**config.mk**
```make
export PLATFORM = sky130hd
export DESIGN_NAME = i2c_reg_reader
export DESIGN_NICKNAME = d
export VERILOG_FILES = /design/src/rtl/i2c_reg_reader.sv
export SDC_FILE = /design/constraint.sdc
export NUM_CORES = 1
export LEC_CHECK = 0
export ABC_AREA = 1
export CAP_MARGIN = 20
export CORE_ASPECT_RATIO = 0.9
export CORE_MARGIN = 2
export CORE_UTILIZATION = 47
export DETAILED_ROUTE_END_ITERATION = 8
export GPL_TIMING_DRIVEN = 0
export HOLD_SLACK_MARGIN = 0.02
export PLACE_DENSITY = 0.78
export SLEW_MARGIN = 15
export SYNTH_ARGS = -nofsm -noshare
export SYNTH_HDL_FRONTEND = slang
export SYNTH_SLANG_ARGS = --single-unit
```
**constraint.sdc**
```tcl
create_clock -name clk_in -period 2 [get_ports clk_in]
set_input_delay 0.3 -clock clk_in [delete_from_list [all_inputs] [get_ports clk_in]]
set_output_delay 0.3 -clock clk_in [all_outputs]
set_load 0.01 [all_outputs]
```
**src/rtl/i2c_reg_reader.sv**
```systemverilog
// Register-read sequencer for i2c_master: address+W, register pointer, repeated
// START, address+R, then N read bytes returned as a valid/last stream.
module i2c_reg_reader #(
    parameter int MAX_LEN = 4,
    parameter int LEN_W   = 3
) (
    input  logic             clk_in,
    input  logic             reset_n,

    input  logic             req_valid,
    output logic             req_ready,
    input  logic [6:0]       req_dev_addr,
    input  logic [7:0]       req_reg_addr,
    input  logic [LEN_W-1:0] req_len,

    output logic             rd_valid,
    output logic [7:0]       rd_data,
    output logic             rd_last,

    output logic             done,
    output logic             err_nack,
    output logic             err_bus,

    output logic             i2c_mode,
    output logic             i2c_transfer_start,
    output logic             i2c_transfer_continue,
    output logic [7:0]       i2c_data_tx,
    input  logic             i2c_transfer_ready,
    input  logic             i2c_interrupt,
    input  logic             i2c_transaction_complete,
    input  logic             i2c_nack,
    input  logic             i2c_start_err,
    input  logic             i2c_arbitration_err,
    input  logic [7:0]       i2c_data_rx
);

    typedef enum logic [2:0] {
        IDLE,
        WAIT_RDY,
        ADDR_W,
        REG,
        ADDR_R,
        READ
    } state_t;

    localparam logic [LEN_W-1:0] MAX_CNT = LEN_W'(MAX_LEN);

    state_t           state_q, state_d;
    logic [6:0]       dev_q, dev_d;
    logic [7:0]       reg_q, reg_d;
    logic [LEN_W-1:0] cnt_q, cnt_d;
    logic             mode_q, mode_d;
    logic             start_q, start_d;
    logic             cont_q, cont_d;
    logic [7:0]       tx_q, tx_d;
    logic             rd_valid_q, rd_valid_d;
    logic [7:0]       rd_data_q, rd_data_d;
    logic             rd_last_q, rd_last_d;
    logic             done_q, done_d;
    logic             err_nack_q, err_nack_d;
    logic             err_bus_q, err_bus_d;

    logic             bus_err;
    logic             nack_evt;
    logic             ok;
    logic             fin;
    logic             fin_nack;
    logic             fin_bus;
    logic [LEN_W-1:0] len_clamped;

    assign bus_err     = i2c_interrupt && (i2c_start_err || i2c_arbitration_err);
    assign nack_evt    = i2c_interrupt && i2c_nack && !bus_err;
    assign ok          = i2c_interrupt && i2c_transaction_complete && !bus_err;
    assign len_clamped = (req_len > MAX_CNT) ? MAX_CNT : req_len;

    always_ff @(posedge clk_in or negedge reset_n) begin
        if (!reset_n) begin
            state_q    <= IDLE;
            dev_q      <= '0;
            reg_q      <= '0;
            cnt_q      <= '0;
            mode_q     <= 1'b0;
            start_q    <= 1'b0;
            cont_q     <= 1'b0;
            tx_q       <= '0;
            rd_valid_q <= 1'b0;
            rd_data_q  <= '0;
            rd_last_q  <= 1'b0;
            done_q     <= 1'b0;
            err_nack_q <= 1'b0;
            err_bus_q  <= 1'b0;
        end else begin
            state_q    <= state_d;
            dev_q      <= dev_d;
            reg_q      <= reg_d;
            cnt_q      <= cnt_d;
            mode_q     <= mode_d;
            start_q    <= start_d;
            cont_q     <= cont_d;
            tx_q       <= tx_d;
            rd_valid_q <= rd_valid_d;
            rd_data_q  <= rd_data_d;
            rd_last_q  <= rd_last_d;
            done_q     <= done_d;
            err_nack_q <= err_nack_d;
            err_bus_q  <= err_bus_d;
        end
    end

    // Master controls hold their value until a qualifying interrupt; strobes default low.
    always_comb begin
        state_d    = state_q;
        dev_d      = dev_q;
        reg_d      = reg_q;
        cnt_d      = cnt_q;
        mode_d     = mode_q;
        start_d    = start_q;
        cont_d     = cont_q;
        tx_d       = tx_q;
        rd_valid_d = 1'b0;
        rd_data_d  = rd_data_q;
        rd_last_d  = 1'b0;
        done_d     = 1'b0;
        err_nack_d = 1'b0;
        err_bus_d  = 1'b0;
        fin        = 1'b0;
        fin_nack   = 1'b0;
        fin_bus    = 1'b0;

        case (state_q)
            IDLE: begin
                if (req_valid) begin
                    dev_d   = req_dev_addr;
                    reg_d   = req_reg_addr;
                    cnt_d   = len_clamped;
                    state_d = WAIT_RDY;
                end
            end

            WAIT_RDY: begin
                if (bus_err) begin
                    fin     = 1'b1;
                    fin_bus = 1'b1;
                end else if (i2c_transfer_ready) begin
                    start_d = 1'b1;
                    cont_d  = 1'b1;
                    mode_d  = 1'b0;
                    tx_d    = {dev_q, 1'b0};
                    state_d = ADDR_W;
                end
            end

            ADDR_W: begin
                if (bus_err) begin
                    fin     = 1'b1;
                    fin_bus = 1'b1;
                end else if (nack_evt) begin
                    fin      = 1'b1;
                    fin_nack = 1'b1;
                end else if (ok) begin
                    start_d = 1'b0;
                    cont_d  = (cnt_q != '0);
                    tx_d    = reg_q;
                    state_d = REG;
                end
            end

            // A zero-length request is a pointer-only write and ends here.
            REG: begin
                if (bus_err) begin
                    fin     = 1'b1;
                    fin_bus = 1'b1;
                end else if (nack_evt) begin
                    fin      = 1'b1;
                    fin_nack = 1'b1;
                end else if (ok) begin
                    if (cnt_q == '0) begin
                        fin = 1'b1;
                    end else begin
                        start_d = 1'b1;
                        cont_d  = 1'b1;
                        mode_d  = 1'b0;
                        tx_d    = {dev_q, 1'b1};
                        state_d = ADDR_R;
                    end
                end
            end

            ADDR_R: begin
                if (bus_err) begin
                    fin     = 1'b1;
                    fin_bus = 1'b1;
                end else if (nack_evt) begin
                    fin      = 1'b1;
                    fin_nack = 1'b1;
                end else if (ok) begin
                    start_d = 1'b0;
                    mode_d  = 1'b1;
                    cont_d  = (cnt_q > LEN_W'(1));
                    state_d = READ;
                end
            end

            // The master NACKs the final byte itself, so i2c_nack carries no error here.
            READ: begin
                if (bus_err) begin
                    fin     = 1'b1;
                    fin_bus = 1'b1;
                end else if (ok) begin
                    rd_valid_d = 1'b1;
                    rd_data_d  = i2c_data_rx;
                    rd_last_d  = (cnt_q == LEN_W'(1));
                    cnt_d      = cnt_q - LEN_W'(1);
                    cont_d     = (cnt_q > LEN_W'(2));
                    if (cnt_q == LEN_W'(1)) begin
                        fin = 1'b1;
                    end
                end
            end

            default: begin
                state_d = IDLE;
            end
        endcase

        if (fin) begin
            state_d    = IDLE;
            done_d     = 1'b1;
            err_nack_d = fin_nack;
            err_bus_d  = fin_bus;
            start_d    = 1'b0;
            cont_d     = 1'b0;
            mode_d     = 1'b0;
        end
    end

    assign req_ready             = (state_q == IDLE);
    assign rd_valid              = rd_valid_q;
    assign rd_data               = rd_data_q;
    assign rd_last               = rd_last_q;
    assign done                  = done_q;
    assign err_nack              = err_nack_q;
    assign err_bus               = err_bus_q;
    assign i2c_mode              = mode_q;
    assign i2c_transfer_start    = start_q;
    assign i2c_transfer_continue = cont_q;
    assign i2c_data_tx           = tx_q;

endmodule

```
==> impl_metrics.tcl <==
set metrics [dict create \
    drv_slew 0 \
    cp.required_ps 2230 \
    wirelength_um 4850 \
    seq_area_frac_synth_pct 48.9 \
    fin_hold_ws_ps 460 \
    met1_usage_pct 23.9 \
    placedCellCount 384 \
    core_area_sq_mm 0.00477 \
    vias_per_cell 4.85 \
    leakagePower_nw 1.45 \
    ys_top_cells_by_count "nand2_1, dfrtp_1, nor2_1, o21ai_0, inv_1" \
    syn_inst 259 \
    finalCriticalPeriod_ps 1870 \
    hp-class "primary input to async pin" \
    critPathMaxFanout 5 \
    met2_usage_pct 31.6 \
    io_buffers 59 \
    wire_per_inst_um 12.3 \
    synth-seq-cells 45 \
    grt_pass1_wl_um 8270 \
    drc 0 \
    place_area_sq_mm 0.00299 \
    drive_gt1_share_pct 18.8 \
    synth.distinct_cells 29 \
    grt_max_degree 30 \
    clock_path_buffers 2 \
    synth_edf_count 0 \
    synth_area_leaders "dfrtp_1, nand2_1, mux2_2" \
    rrSetupSlack_ps 130 \
    synth_largest_area_cell "dfrtp_1" \
    root_buffer "clkbuf_8" \
    end_kind "flop" \
    antenna_found_initial 0 \
    synth.cell_area_sq_mm 0.00230 \
    asyncSetResetFlopFracSynth_pct 100 \
    dpl.hpwl_um 3690 \
    startpoint "cnt_q[1]" \
    grt_busiest_layer "met2" \
    area_delta_synth_final_pct 34.9 \
    clk_latency_ps 300 \
    period_share_pct 93.6 \
    status "complete, no violations" \
    arrival_ps 2110 \
    die_w_um 77.8 \
    final_area_sq_mm 0.00311 \
    maxCapViolCount 0 \
    yosys_warnings 0 \
    synth.most_common_cell "nand2_1" \
    clk_pin_slew_ps 90 \
    ir_drop_mv 0.682 \
    diodes 0 \
    final_nets 367 \
    use_met3_pct 6.59 \
    max_freq_mhz 534 \
    overflow 0 \
    drt-pass1-iter-count 4 \
    die_y_um 70.4 \
    htree_levels 2 \
    worst_slew_margin_rel_pct 72.6 \
    crit_type "flop to flop" \
    rr_startpoint "cnt_q[1]" \
    track_usage_pct 19.0 \
    place_ws_ps -327 \
    p_per_area_mw_per_mm2 1290 \
    grt_pass1_vias 1847 \
    netlist.area_leader.share_pct 48.9 \
    startpoint_type "flop" \
    start_util_pct 48.2 \
    final_hold_viol_count 0 \
    tightest_slew_ps 411 \
    rows 24 \
    worst_clock_skew_ps 8.87 \
    synth.net_count 298 \
    dieArea_sq_mm 0.00548 \
    cts.sinks 45 \
    setup_slack_ps 128 \
    fin_cells 394 \
    io_pins 60 \
    syn_avg_cell_area_sq_um 8.89 \
    cts_buffers 5 \
    drt_iter0_drc 120 \
    setup_viol 0 \
    cts_tree "yes" \
    vias 1910 \
    antenna_left 0 \
    synth_ff_type "dfrtp_1" \
    gp_congestion 0.880 \
]
[per-stage QoR]
step                      total power, mW  TNS (ps)  util, %
after floorplan                      2.76         0        -
after global placement               3.40    -28570     62.3
after detailed placement             3.45     -2470     62.6
after CTS                            4.02         0     64.7
after global routing                 4.35     -15.8     65.1
final                                4.01         0     65.1
[cell families (layout without fill, tap and decap cells)]
family / Yosys count / after routing / synth area share [%]
flip-flops: 45 / 45 / 48.9
AO/OA/AOI/OAI: 37 / 37 / 9.40
buffers and inverters: 28 / 98 / 5.38
AND/OR/NAND/NOR: 132 / 132 / 27.8
adder cells (fa/ha/maj): 4 / 4 / 2.17
multiplexers: 13 / 13 / 6.36
[placed cells by master, fill, tap and decap left out, types with 2 or more instances in the layout]
cell and count:
a21oi_1 4, buf_2 5, buf_4 2, clkbuf_8 5
clkdlybuf4s50_1 57, dfrtp_1 45, ha_1 4, inv_1 17
inv_2 3, mux2_2 13, nand2_1 66, nand2_2 4
nand2_4 4, nand3_1 13, nand3_2 2, nand3_4 2
nand4_1 3, nor2_1 20, nor2_2 7, nor2_4 2
nor3_1 3, o211ai_1 2, o21a_1 8, o21ai_0 19
or2_2 6
[what timing repair did]
item,in CTS,in global routing
resized for setup,2,5
setup endpoints to repair,3,7
pin swaps,0,1
hold buffers,1,0
gates cloned,0,0
setup buffers,0,1
hold endpoints to repair,16,0
[per-layer routing]
| layer | up-vias | share of wire, % |
|---|---|---|
| li1 | 981 | - |
| met1 | 886 | 44 |
| met2 | 41 | 48 |
| met3 | 2 | 6.7 |
| met4 | 0 | 0.56 |
| met5 | - | 0 |
[report_power, final]
part	internal (mW)	switching, mW	leakage [nW]
Clock	0.248	0.312	0.0445
Sequential	1.27	0.197	0.553
Combinational	0.956	1.03	0.851
[sequential cells by signal, summed over array words and instances, names as in the netlist]
name and count:
cnt_q 3, dev_q 7, done 1, err_bus 1, err_nack 1, i2c_data_tx 8, i2c_mode 1, i2c_transfer_continue 1
i2c_transfer_start 1, rd_data 8, rd_last 1, rd_valid 1, reg_q 8, state_q 3
[path summary, 6_finish.rpt]
| check | endpoint | cells past startpoint |
|---|---|---|
| max in group asynchronous | reg_q[0] | 3 |
| min in group clk_in | i2c_transfer_continue | 2 |
| setup / recovery | state_q[1] | 13 |
| hold / removal | rd_data[2] | 2 |
| setup reg to reg | state_q[1] | 13 |
| hold reg to reg | i2c_transfer_continue | 2 |
[worst max-delay path, stage by stage (launching register included)]
cell and delay (ps):
dfrtp_1 390, inv_1 130, ha_1 160, inv_1 50, nor2_2 150, nand3_1 110, nor2_2 130, nor2_4 50
nand3_2 90, nor2_1 60, nor2_2 170, buf_4 150, nand4_1 100, nand2_1 70
[cell type report]
cell class,count,area (sq um)
fill,418,1670
sequential,45,1130
multi-input combinational,186,1060
timing repair buffer,62,622
inverter,21,81.3
tap,65,81.3
clock buffer,5,68.8
buffer,7,43.8
clock inverter,3,21.3
Power figures use the tool's default switching activity.
